===== src/rtl/firebird7_in_gate1_scanmux_sel_ctrl.sv =====
// IJTAG capture/shift/update select controller for a bank of NUM_MUX scan muxes.
// A new select is committed only after a capture followed by exactly NUM_MUX shifts.
module firebird7_in_gate1_scanmux_sel_ctrl #(
    parameter int unsigned NUM_MUX   = 4,
    parameter logic [31:0] RESET_SEL = 32'd0
) (
    input  logic               ijtag_tck,
    input  logic               ijtag_reset,
    input  logic               ijtag_sel,
    input  logic               ijtag_ce,
    input  logic               ijtag_se,
    input  logic               ijtag_ue,
    input  logic               ijtag_si,
    output logic               ijtag_so,
    output logic [NUM_MUX-1:0] mux_select,
    output logic [7:0]         update_count,
    output logic               protocol_err
);

    localparam int unsigned         CW       = $clog2(NUM_MUX + 2);
    localparam logic [NUM_MUX-1:0] RST_VAL  = RESET_SEL[NUM_MUX-1:0];
    localparam logic [CW-1:0]       CNT_FULL = CW'(NUM_MUX);
    localparam logic [CW-1:0]       CNT_SAT  = CW'(NUM_MUX + 1);

    typedef enum logic [1:0] {IDLE, CAPTURE, SHIFT, UPDATE} state_t;

    state_t             state, state_nxt;
    logic [NUM_MUX-1:0] sr, sr_nxt;
    logic [NUM_MUX-1:0] mux_select_nxt;
    logic [CW-1:0]      shift_cnt, shift_cnt_nxt;
    logic [7:0]         update_count_nxt;
    logic               protocol_err_nxt;
    logic               multi_en;

    assign multi_en = (ijtag_ce & ijtag_se) | (ijtag_ce & ijtag_ue) | (ijtag_se & ijtag_ue);
    assign ijtag_so = sr[0];

    always_ff @(posedge ijtag_tck) begin
        if (ijtag_reset) begin
            state        <= IDLE;
            sr           <= RST_VAL;
            mux_select   <= RST_VAL;
            shift_cnt    <= '0;
            update_count <= '0;
            protocol_err <= 1'b0;
        end else begin
            state        <= state_nxt;
            sr           <= sr_nxt;
            mux_select   <= mux_select_nxt;
            shift_cnt    <= shift_cnt_nxt;
            update_count <= update_count_nxt;
            protocol_err <= protocol_err_nxt;
        end
    end

    always_comb begin
        state_nxt        = state;
        sr_nxt           = sr;
        mux_select_nxt   = mux_select;
        shift_cnt_nxt    = shift_cnt;
        update_count_nxt = update_count;
        protocol_err_nxt = protocol_err;

        if (ijtag_sel) begin
            if (multi_en) begin
                protocol_err_nxt = 1'b1;
                state_nxt        = IDLE;
            end else if (ijtag_ce) begin
                sr_nxt        = mux_select;
                shift_cnt_nxt = '0;
                state_nxt     = CAPTURE;
            end else if (ijtag_se) begin
                // Bits always move; only a shift that follows a capture is counted.
                sr_nxt          = sr >> 1;
                sr_nxt[NUM_MUX-1] = ijtag_si;
                if (state == CAPTURE || state == SHIFT) begin
                    state_nxt = SHIFT;
                    if (shift_cnt != CNT_SAT) begin
                        shift_cnt_nxt = shift_cnt + 1'b1;
                    end
                end
            end else if (ijtag_ue) begin
                state_nxt = UPDATE;
                if (state == SHIFT && shift_cnt == CNT_FULL) begin
                    mux_select_nxt = sr;
                    if (update_count != 8'hFF) begin
                        update_count_nxt = update_count + 8'd1;
                    end
                end else begin
                    protocol_err_nxt = 1'b1;
                end
            end else if (state == UPDATE) begin
                state_nxt = IDLE;
            end
        end
    end

endmodule


===== config.mk =====
export PLATFORM = sky130hd
export DESIGN_NAME = firebird7_in_gate1_scanmux_sel_ctrl
export DESIGN_NICKNAME = d
export VERILOG_FILES = /design/src/rtl/firebird7_in_gate1_scanmux_sel_ctrl.sv
export SDC_FILE = /design/constraint.sdc
export NUM_CORES = 1
export LEC_CHECK = 0
export CORE_ASPECT_RATIO = 0.75
export CORE_MARGIN = 5
export CORE_UTILIZATION = 35
export DETAILED_ROUTE_END_ITERATION = 10
export GPL_TIMING_DRIVEN = 1
export PLACE_DENSITY_LB_ADDON = 0.2
export SLEW_MARGIN = 5
export SYNTH_ARGS = -nofsm -noshare
export SYNTH_HDL_FRONTEND = slang
export SYNTH_SLANG_ARGS = --single-unit

===== constraint.sdc =====
create_clock -name ijtag_tck -period 2.1 [get_ports ijtag_tck]
set_clock_uncertainty 0.15 [all_clocks]
set_input_delay 0.42 -clock ijtag_tck [delete_from_list [all_inputs] [get_ports ijtag_tck]]
set_output_delay 0.42 -clock ijtag_tck [all_outputs]
set_load 0.005 [all_outputs]

; ---- Yosys cells after proc, flatten, opt, wreduce, memory -nomap -nowiden
; Index checks and enable logic that the tools add are counted.
[classes]
n_addsub = 2
n_eq_ne = 10
muxes = 17
bitwise = 8
n_reduce_logical = 13
[ops]
columns = operator, n
row1 = $mux W2, 6
row2 = $mux W3, 4
row3 = $reduce_and A5 Y1, 2
row4 = $add A8 B1 Y8 const B, 1
row5 = $mux W4, 2
row6 = $ne A8 B8 Y1 const B, 1
row7 = $reduce_bool A2 Y1, 4
row8 = $reduce_and A7 Y1, 1
row9 = $reduce_and A3 Y1, 2
row10 = $reduce_and A6 Y1, 1
row11 = $mux W1, 5
row12 = $reduce_bool A5 Y1, 1
row13 = $eq A2 B2 Y1 const B, 2
row14 = $ne A2 B1 Y1 const B, 2
row15 = $ne A4 B2 Y1 const B, 1
row16 = $add A3 B1 Y3 const B, 1
row17 = $and A1 B1 Y1, 3
row18 = $eq A3 B3 Y1 const B, 1
row19 = $ne A3 B3 Y1 const B, 1
row20 = $not A1 Y1, 3
row21 = $eq A2 B1 Y1 const B, 1
row22 = $ne A2 B2 Y1 const B, 1
row23 = $or A1 B1 Y1, 2
row24 = $logic_and A1 B1 Y1, 1
row25 = $logic_or A1 B1 Y1, 1
[word_totals]
register_bits = 22
in_bits = 7
output_inout_bits = 14
elab_cells = 56

; ---- Longest topological paths before layout
; Gate-level depths: netlist of the first run.
[depth]
word_depth = 7
ltp_mapped = 7
ltp_nobuf = 6

; ---- Worst setup path after synthesis of the first run
; OpenSTA, ideal clock, no wires.
[synth_timing]
path_type = input to register
start = input ijtag_se
end = register update_count[7]
setup_time_ns = 0.123
arrival_ns = 1.521
t_required_ns = 1.827
slack_ns = 0.306
stages = 5
n_path_buf = 1
path_cell_list = buf_6 -> and3b_2 -> nand4_2 -> nor4_2 -> mux2_1
[synth_via]
elab_chain_cells = 5
elab_cells_between_ends = 7
classes_between = bitwise (6) / reduce/logical (1)
[synth_lines]
columns = element, line_no
row1 = "start, declared", 11  ; input logic ijtag_se,
row2 = $and A1 B1 Y1, 35  ; assign multi_en = (ijtag_ce & ijtag_se) | (ijtag_ce & ijtag_ue) | (ijtag_se & ijtag_ue);
row3 = $or A1 B1 Y1 (2 in a row), 35
row4 = $not A1 Y1 (no line), --
row5 = $reduce_and A7 Y1 (no line) (*), --
row6 = "end signal, assigned", 51  ; update_count <= update_count_nxt;
row7 = "end, declared", 16  ; output logic [7:0] update_count,
; Mark *: on every way between the ends. The rest lies on a longest branch, timed or not.
; A chain may end at the register's enable or synchronous reset.

; ---- Final worst setup path of the first run
[layout_timing]
start = input ijtag_se
end = register update_count[5]
; Same word-level chain as after synthesis.

==> impl_results.rst, run 1 <==
.. list-table::
   :header-rows: 1

   * - Metric
     - Value
   * - RSZ-0062 raised after global routing
     - no
   * - Leading area contributor after synthesis
     - dfxtp_1
   * - Highest Clock Rate
     - a little over 500 MHz
   * - R2r endpoint
     - update_count[5]$_SDFFE_PP0P_
   * - Die Ht
     - 60.6 microns
   * - Finish-stage setup viols
     - 0
   * - Post-placement setup slack
     - -0.144 ns
   * - Number of antenna violations at the first check in global routing
     - 0
   * - CTS sink count
     - 22
   * - Main flop type after synthesis
     - dfxtp_1
   * - Leading cell types by count after synthesis
     - dfxtp_1 (22), nor2_1 (16), a21oi_1 (13)
   * - Wire length of the first global-routing pass
     - ~4800 microns
   * - Class of the most critical setup path
     - primary input to register
   * - Maxcap violations
     - 0
   * - Sum of routed wire length over all layers
     - roughly 2800 microns
   * - Normalized max-slew margin
     - 71.8%
   * - Syn_nets
     - ~150
   * - Total core area
     - around 3300 sq um
   * - Die boundary width
     - roughly 77 microns
   * - Maximum level of the CTS H-tree
     - 1
   * - Clock tree root buffer cell
     - clkbuf_8
   * - Routability congestion estimate
     - 0.850
   * - Hold Crit Depth
     - 2
   * - Vias per cell
     - about 5.2
   * - DR DRC count
     - 0
   * - Total die area
     - around 4700 sq um
   * - Detailed placer's ending HPWL
     - about 2200 microns
   * - Drt initial violations
     - 37
   * - End point of the most critical hold path
     - mux_select[3]$_SDFFE_PP0P_
   * - Power, Total
     - between 800 and 900 uW
   * - Post-route ant nets
     - 0
   * - Worst Path Max Fanout
     - 4
   * - Crit path capture type
     - register
   * - Period Utilization, post-route
     - 93.7%
   * - Initial standard-cell utilization of the core
     - between 30% and 40%
   * - Share of synthesized area spent on multiplexers
     - under 10%
   * - Longest Clk Path Bufs
     - 2
   * - Min Clock Period, post-route
     - around 2 ns
   * - Startpoint of the most critical hold path
     - mux_select[3]$_SDFFE_PP0P_
   * - Number of core rows
     - 18
   * - GRT Util Overall
     - 12.6%
   * - I/O pin total
     - 21
   * - Total count of hold-check failures in the final report
     - 0
   * - Number of clock buffers inserted by TritonCTS
     - 3
   * - TritonCTS clock tree
     - yes
   * - Fraction of synthesized cell area in xor and xnor cells
     - around 3.7%
   * - Cell with the most instances after synthesis
     - dfxtp_1
   * - Origin of the critical flop-to-flop path
     - update_count[0]$_SDFFE_PP0P_
   * - Post-placement cell area
     - roughly 1500 sq um
   * - Post-Syn Instances
     - 136
   * - Maximum number of pins on one net before global-route repair
     - 13
   * - Layout cells sized above 1
     - between 10% and 20%
   * - GRT overflow
     - 0
   * - Pins Over Slew Limit
     - 0
   * - Synth Warn #
     - 0
   * - Synth Area in Compound Gates
     - between 10% and 20%
   * - Data arrival time at the worst-slack endpoint
     - about 2 ns
   * - Proportion of register bits with asynchronous set or reset after synthesis
     - 0%
   * - Number of flops mapped to enable cells by yosys
     - 0
   * - Register-to-register setup slack
     - between 0.15 and 0.2 ns
   * - Final-stage net count
     - between 150 and 200
   * - Sum of negative setup slack
     - 0 ns
   * - Largest family of logic cells by synthesized area
     - simple AND/OR/NAND/NOR gates
   * - Synthesized-area fraction occupied by and/or/nand/nor cells
     - a little over a quarter
   * - Startpoint kind of the worst setup timing path
     - primary input
   * - Worst-Skew Late Latency
     - around 0.26 ns
   * - Buffers added on ports
     - 20
   * - DR vias
     - around 1.1k
   * - Reg2reg path depth
     - 5
   * - Sequential element share of the synthesized area
     - a little under two fifths
   * - Path category of the worst min-delay check
     - register to register
   * - Vias in the first global route
     - approximately 1.0k
   * - Static power due to leakage
     - 0.596 nW
   * - Pwr/cell area
     - 530 nW/um^2
   * - Slew at the pin closest to its max-slew limit
     - about 0.42 ns
   * - Area of all placed cells without fillers
     - between 1500 and 2000 sq um
   * - Flip-flop and latch count after synthesis
     - 22
   * - Count of cell types in the netlist
     - 37
   * - Setup ws final
     - 0.132 ns
   * - Yosys top cell area share
     - a little under two fifths
   * - Cell Area, Synth
     - 1190 sq um
   * - Synth Area in Adders
     - roughly 6.3%
   * - Required time of the critical path
     - about 2.1 ns
   * - Worst-path clk slew
     - about 0.080 ns
   * - Post-synthesis average cell area
     - 8.79 sq um
   * - Antenna diode count
     - 0
   * - Maximum vdd drop
     - between 0.0003 and 0.0004 V
   * - Pre-antenna DRT Iters
     - 4
   * - Status
     - finished clean
   * - Drt wl/cell
     - roughly 14 microns
   * - Leading cell types by total area after synthesis
     - dfxtp_1 (37%), ha_1 (6.3%), a21oi_1 (5.4%)
   * - Synthesis-to-finish area growth
     - 30.9%
   * - Hold buffer count at cts
     - 0
[sequential cells by signal, summed over array words and instances (netlist names)]
name,cells
sr,4
protocol_err,1
shift_cnt,3
mux_select,4
state,2
update_count,8
[where the power goes]
part,internal (mW),switching [mW],leakage (nW)
Combinational,0.0495,0.0461,0.389
Clock,0.167,0.134,0.0288
Sequential,0.426,0.00665,0.178
Total,0.642,0.187,0.596
[cell families after synthesis]
logic type      count (synthesis)
compound gates                 28
xor+xnor                        5
fa+ha+maj                       6
buf+inv                        14
flops                          22
mux                             8
simple gates                   53
[through the flow]
stage | cells | hold WS [ns] | utilization [%]
after CTS | 206 | 0.330 | 47.5
after detailed placement | 202 | 0.317 | 45.8
after floorplan | 136 | 0.299 | -
after global placement | 202 | 0.302 | 45.8
final | 206 | 0.327 | 47.6
after global routing | 206 | 0.360 | 47.6
[layout make-up]
| cell class | instances | area (sq um) |
|---|---|---|
| tap | 40 | 50.0 |
| fill | 318 | 1720 |
| clock buffer | 4 | 55.1 |
| sequential | 22 | 440 |
| multi-input combinational | 100 | 691 |
| timing repair buffer | 34 | 305 |
| inverter | 6 | 22.5 |
[cell usage in the layout (no fill, tap or decap), types with 2 or more instances in the layout]
cell | synthesis | layout
dfxtp_1 | 22 | 22
clkdlybuf4s50_1 | 0 | 20
nor2_1 | 16 | 16
buf_4 | 0 | 14
a21oi_1 | 13 | 13
nand2_1 | 11 | 11
inv_1 | 6 | 6
a211oi_1 | 6 | 6
mux2i_1 | 6 | 6
ha_1 | 6 | 6
nor2b_1 | 5 | 4
clkbuf_8 | 0 | 4
xnor2_1 | 3 | 3
o31ai_1 | 3 | 3
or3_1 | 3 | 3
xor2_1 | 2 | 2
nand4_2 | 2 | 2
nand4_1 | 2 | 2
nor4_2 | 2 | 2
mux2_1 | 2 | 2
nand2b_1 | 2 | 2
o21ai_1 | 2 | 2
[per-layer routing]
layer	vias to the layer above	global-route usage, %	part of all wire (%)
li1	537	-	-
met1	499	17.0	50
met2	26	20.4	44
met3	4	3.41	4.5
met4	0	3.19	0.96
met5	-	0	0
[timing repair]
item / 4_1_cts / 5_1_grt
setup endpoints to repair: 0 / 2
setup buffers: 0 / 0
resized for setup: 0 / 1
[worst max path at each step]
stage                   from                      endpoint  slack (ns)
global route        ijtag_ce  update_count[2]$_SDFFE_PP0P_        0.05
detailed placement  ijtag_se  update_count[5]$_SDFFE_PP0P_       -0.14
global placement    ijtag_se  update_count[7]$_SDFFE_PP0P_       -0.08
floorplan           ijtag_se  update_count[7]$_SDFFE_PP0P_        0.31
CTS                 ijtag_se  update_count[5]$_SDFFE_PP0P_        0.13
finish              ijtag_se  update_count[5]$_SDFFE_PP0P_        0.13
[critical path: stages]
cell,delay (ns)
clkdlybuf4s50_1,0.44
and3b_2,0.29
nand4_2,0.15
nor4_2,0.30
mux2_1,0.36
No activity file was read; power rests on OpenSTA's default activity.
==> run 2, diff against run 1 <==
- CAP_MARGIN: unset -> 20
- SETUP_SLACK_MARGIN: unset -> 0.3
- SLEW_MARGIN: 5 -> unset
==> impl_results.rst, run 2 (synthesis gave the netlist of run 1 again) <==
.. list-table::
   :header-rows: 1

   * - Metric
     - Value
   * - Setup ws final
     - 0.281 ns (+0.149 ns)
   * - Status
     - finished clean
   * - Routability congestion estimate
     - 0.850 (unchanged)
   * - Leading registers by flop count
     - update_count x8, mux_select x4, sr x4
   * - Fill count
     - 316 (-0.63%)
   * - Number of core rows
     - 18 (unchanged)
   * - Detailed placer's ending HPWL
     - 2220 microns (unchanged)
   * - Combinational cell fraction of total power
     - 12.3% (+0.8 points)
   * - Maxcap violations
     - 0 (unchanged)
   * - Post-placement setup slack
     - -0.144 ns (unchanged)
   * - Global-route met1 utilization
     - 17.2% (+0.18 points)
   * - Sum of routed wire length over all layers
     - 2950 microns (+4.8%)
   * - Synthesis-to-finish area growth
     - 37.3%
   * - Required time of the critical path
     - 2.10 ns (about the same)
   * - Total count of hold-check failures in the final report
     - 0 (unchanged)
   * - Pins Over Slew Limit
     - 0 (unchanged)
   * - Die Ht
     - 60.6 microns (unchanged)
   * - Die boundary width
     - 77.5 microns (unchanged)
   * - Share of the core filled with cells in the final layout
     - 49.9% (+2.3 points)
   * - GRT overflow
     - 0 (unchanged)
   * - Hold Crit Depth
     - 2 (unchanged)
   * - Maximum number of pins on one net before global-route repair
     - 13 (unchanged)
   * - Maximum level of the CTS H-tree
     - 1 (unchanged)
   * - RSZ-0062 raised after global routing
     - yes
   * - Met3 track utilization from global routing
     - 3.26% (-0.15 points)
   * - Data arrival time at the worst-slack endpoint
     - 1.82 ns (-0.14 ns)
   * - Pre-antenna DRT Iters
     - 4 (unchanged)
   * - Class of the most critical setup path
     - register to register
   * - Static power due to leakage
     - 0.606 nW (+1.8%)
   * - Area of all placed cells without fillers
     - 1640 sq um (+4.9%)
   * - Part of the power in registers
     - 51.3% (-0.8 points)
   * - I/O pin total
     - 21 (unchanged)
   * - Hold buffer count at cts
     - 0 (unchanged)
   * - Worst Path Max Fanout
     - 4 (unchanged)
   * - Switching part of the total
     - 23.6% (+0.99 points)
   * - Fraction of met2 tracks used by global routing
     - 21.1% (+0.72 points)
   * - TritonCTS clock tree
     - yes
   * - Normalized max-slew margin
     - 75.6% (+3.8 points)
   * - Crit path capture type
     - register
   * - Antenna diode count
     - 0 (unchanged)
   * - Buffers added on ports
     - 20 (unchanged)
   * - Slew at the pin closest to its max-slew limit
     - 0.366 ns (-0.0558 ns)
   * - Number of antenna violations at the first check in global routing
     - 0 (unchanged)
   * - Commonest non-fill, non-tap cells in the layout
     - nor2_1 (16), clkdlybuf4s50_1 (16), dfxtp_1 (15), buf_4 (15), a21oi_1 (13)
   * - Sum of negative setup slack
     - 0 ns (unchanged)
   * - Pwr/cell area
     - 515 nW/um^2 (-2.9%)
   * - Final-stage net count
     - 181 (+0.56%)
   * - Switching component of the power
     - 199 uW (+6.3%)
   * - Post-placement cell area
     - 1510 sq um (unchanged)
   * - Path category of the worst min-delay check
     - register to register
   * - Min Clock Period, post-route
     - 1.82 ns (-0.149 ns)
   * - Initial standard-cell utilization of the core
     - 36.3% (unchanged)
   * - DR vias
     - 1075 (+0.84%)
   * - Maximum vdd drop
     - 0.000460 V (+16%)
   * - Drt wl/cell
     - 14.3 microns (+4.2%)
   * - Multi-input combinational cell area
     - 754 sq um (+9.2%)
   * - Worst-path clk slew
     - 0.08 ns (about the same)
   * - Worst-Skew Late Latency
     - 0.26 ns (about the same)
   * - Final Hold Slack
     - 0.328 ns (+0.00116 ns)
   * - Highest Clock Rate
     - 550 MHz (+8.2%)
   * - Flip-flop count of the largest register after layout
     - 8 (unchanged)
   * - Number of clock buffers inserted by TritonCTS
     - 3 (unchanged)
   * - Area taken by flip-flops and latches
     - 449 sq um (+2.0%)
   * - Post-route ant nets
     - 0 (unchanged)
   * - Longest Clk Path Bufs
     - 2 (unchanged)
   * - Busiest layer in global routing
     - met2
   * - Finish-stage setup viols
     - 0 (unchanged)
   * - Total core area
     - 3290 sq um (unchanged)
   * - Startpoint kind of the worst setup timing path
     - register
   * - Part of the power in the clock network
     - 36.4% (about the same)
   * - Power Internal
     - 646 uW (+0.55%)
   * - Vias in the first global route
     - 1065 (+1.6%)
   * - Reg2reg path depth
     - 6 (+1)
   * - Period Utilization, post-route
     - 86.6% (-7.1 points)
   * - Wire length of the first global-routing pass
     - 4860 microns (+1.4%)
   * - Drt initial violations
     - 45 (+22%)
   * - Vias per cell
     - 5.19 (+0.36%)
   * - Layout cells sized above 1
     - 26.9% (+11 points)
   * - Clock tree root buffer cell
     - clkbuf_8
   * - GRT Util Overall
     - 12.8% (+0.22 points)
   * - Total die area
     - 4690 sq um (unchanged)
   * - DR DRC count
     - 0 (unchanged)
   * - CTS sink count
     - 22 (unchanged)
   * - Register with the most flip-flops
     - update_count
[run 2: cell count changes in the layout (fill, tap and decap cells not counted), moves of 3 or more]
cell,before,now
dlygate4sd2_1,0,3
dfxtp_1,22,15
dfxtp_2,0,7
inv_2,0,3
inv_1,6,3
clkdlybuf4s50_1,20,16
[run 2: per-stage QoR]
step / total power, mW / std cells
global route: 0.880 / 207
CTS: 0.841 / 207
floorplan: 0.495 / 136
global placement: 0.535 / 202
detailed placement: 0.538 / 202
finish: 0.845 / 207
[run 2: routing by layer]
metal	vias up	routed length [microns]
met5	-	0
met4	0	29
met3	4	101
met2	20	1370
met1	510	1450
li1	541	-
[run 2: layout make-up]
type / count / share of cell area (%)
tap: 40 / 3.05
inverter: 6 / 1.37
clock buffer: 4 / 3.36
timing repair buffer: 35 / 18.8
multi-input combinational: 100 / 46.0
sequential: 22 / 27.4
[run 2: path summary, 6_finish.rpt]
kind / from / endpoint / slack [ns]
max: state[0]$_SDFFE_PP0P_ / update_count[5]$_SDFFE_PP0P_ / 0.28
min: mux_select[0]$_SDFFE_PP0P_ / mux_select[0]$_SDFFE_PP0P_ / 0.33
max reg2reg: state[0]$_SDFFE_PP0P_ / update_count[5]$_SDFFE_PP0P_ / 0.28
min reg2reg: mux_select[0]$_SDFFE_PP0P_ / mux_select[0]$_SDFFE_PP0P_ / 0.33
[run 2: power by group through the flow]
stage / combinational (mW) / clock (mW) / sequential, mW
after floorplan: 0.0547 / 0 / 0.441
after global placement: 0.0936 / 0 / 0.442
after detailed placement: 0.0954 / 0 / 0.442
after CTS: 0.0970 / 0.312 / 0.432
after global routing: 0.115 / 0.330 / 0.435
final: 0.104 / 0.308 / 0.433
[run 2: critical path, cell delays in order, from the launching register on]
cell and delay [ns]:
dfxtp_2 0.34, inv_2 0.07, ha_4 0.12, and3b_2 0.25
nand4_4 0.12, nor4_2 0.28, mux2_2 0.37
[run 2: timing repair]
action / in CTS / in global routing
gates resized for setup: 12 / 17
pin swaps: 3 / 2
endpoints found under the hold margin: 0 / 0
endpoints found under the setup margin: 16 / 18
setup buffers: 1 / 0
==> run 3, diff against run 2 <==
- CTS_CLUSTER_DIAMETER: unset -> 30
==> results of run 3 <==
Final layout, timing and power as in run 2 (identical DEF).
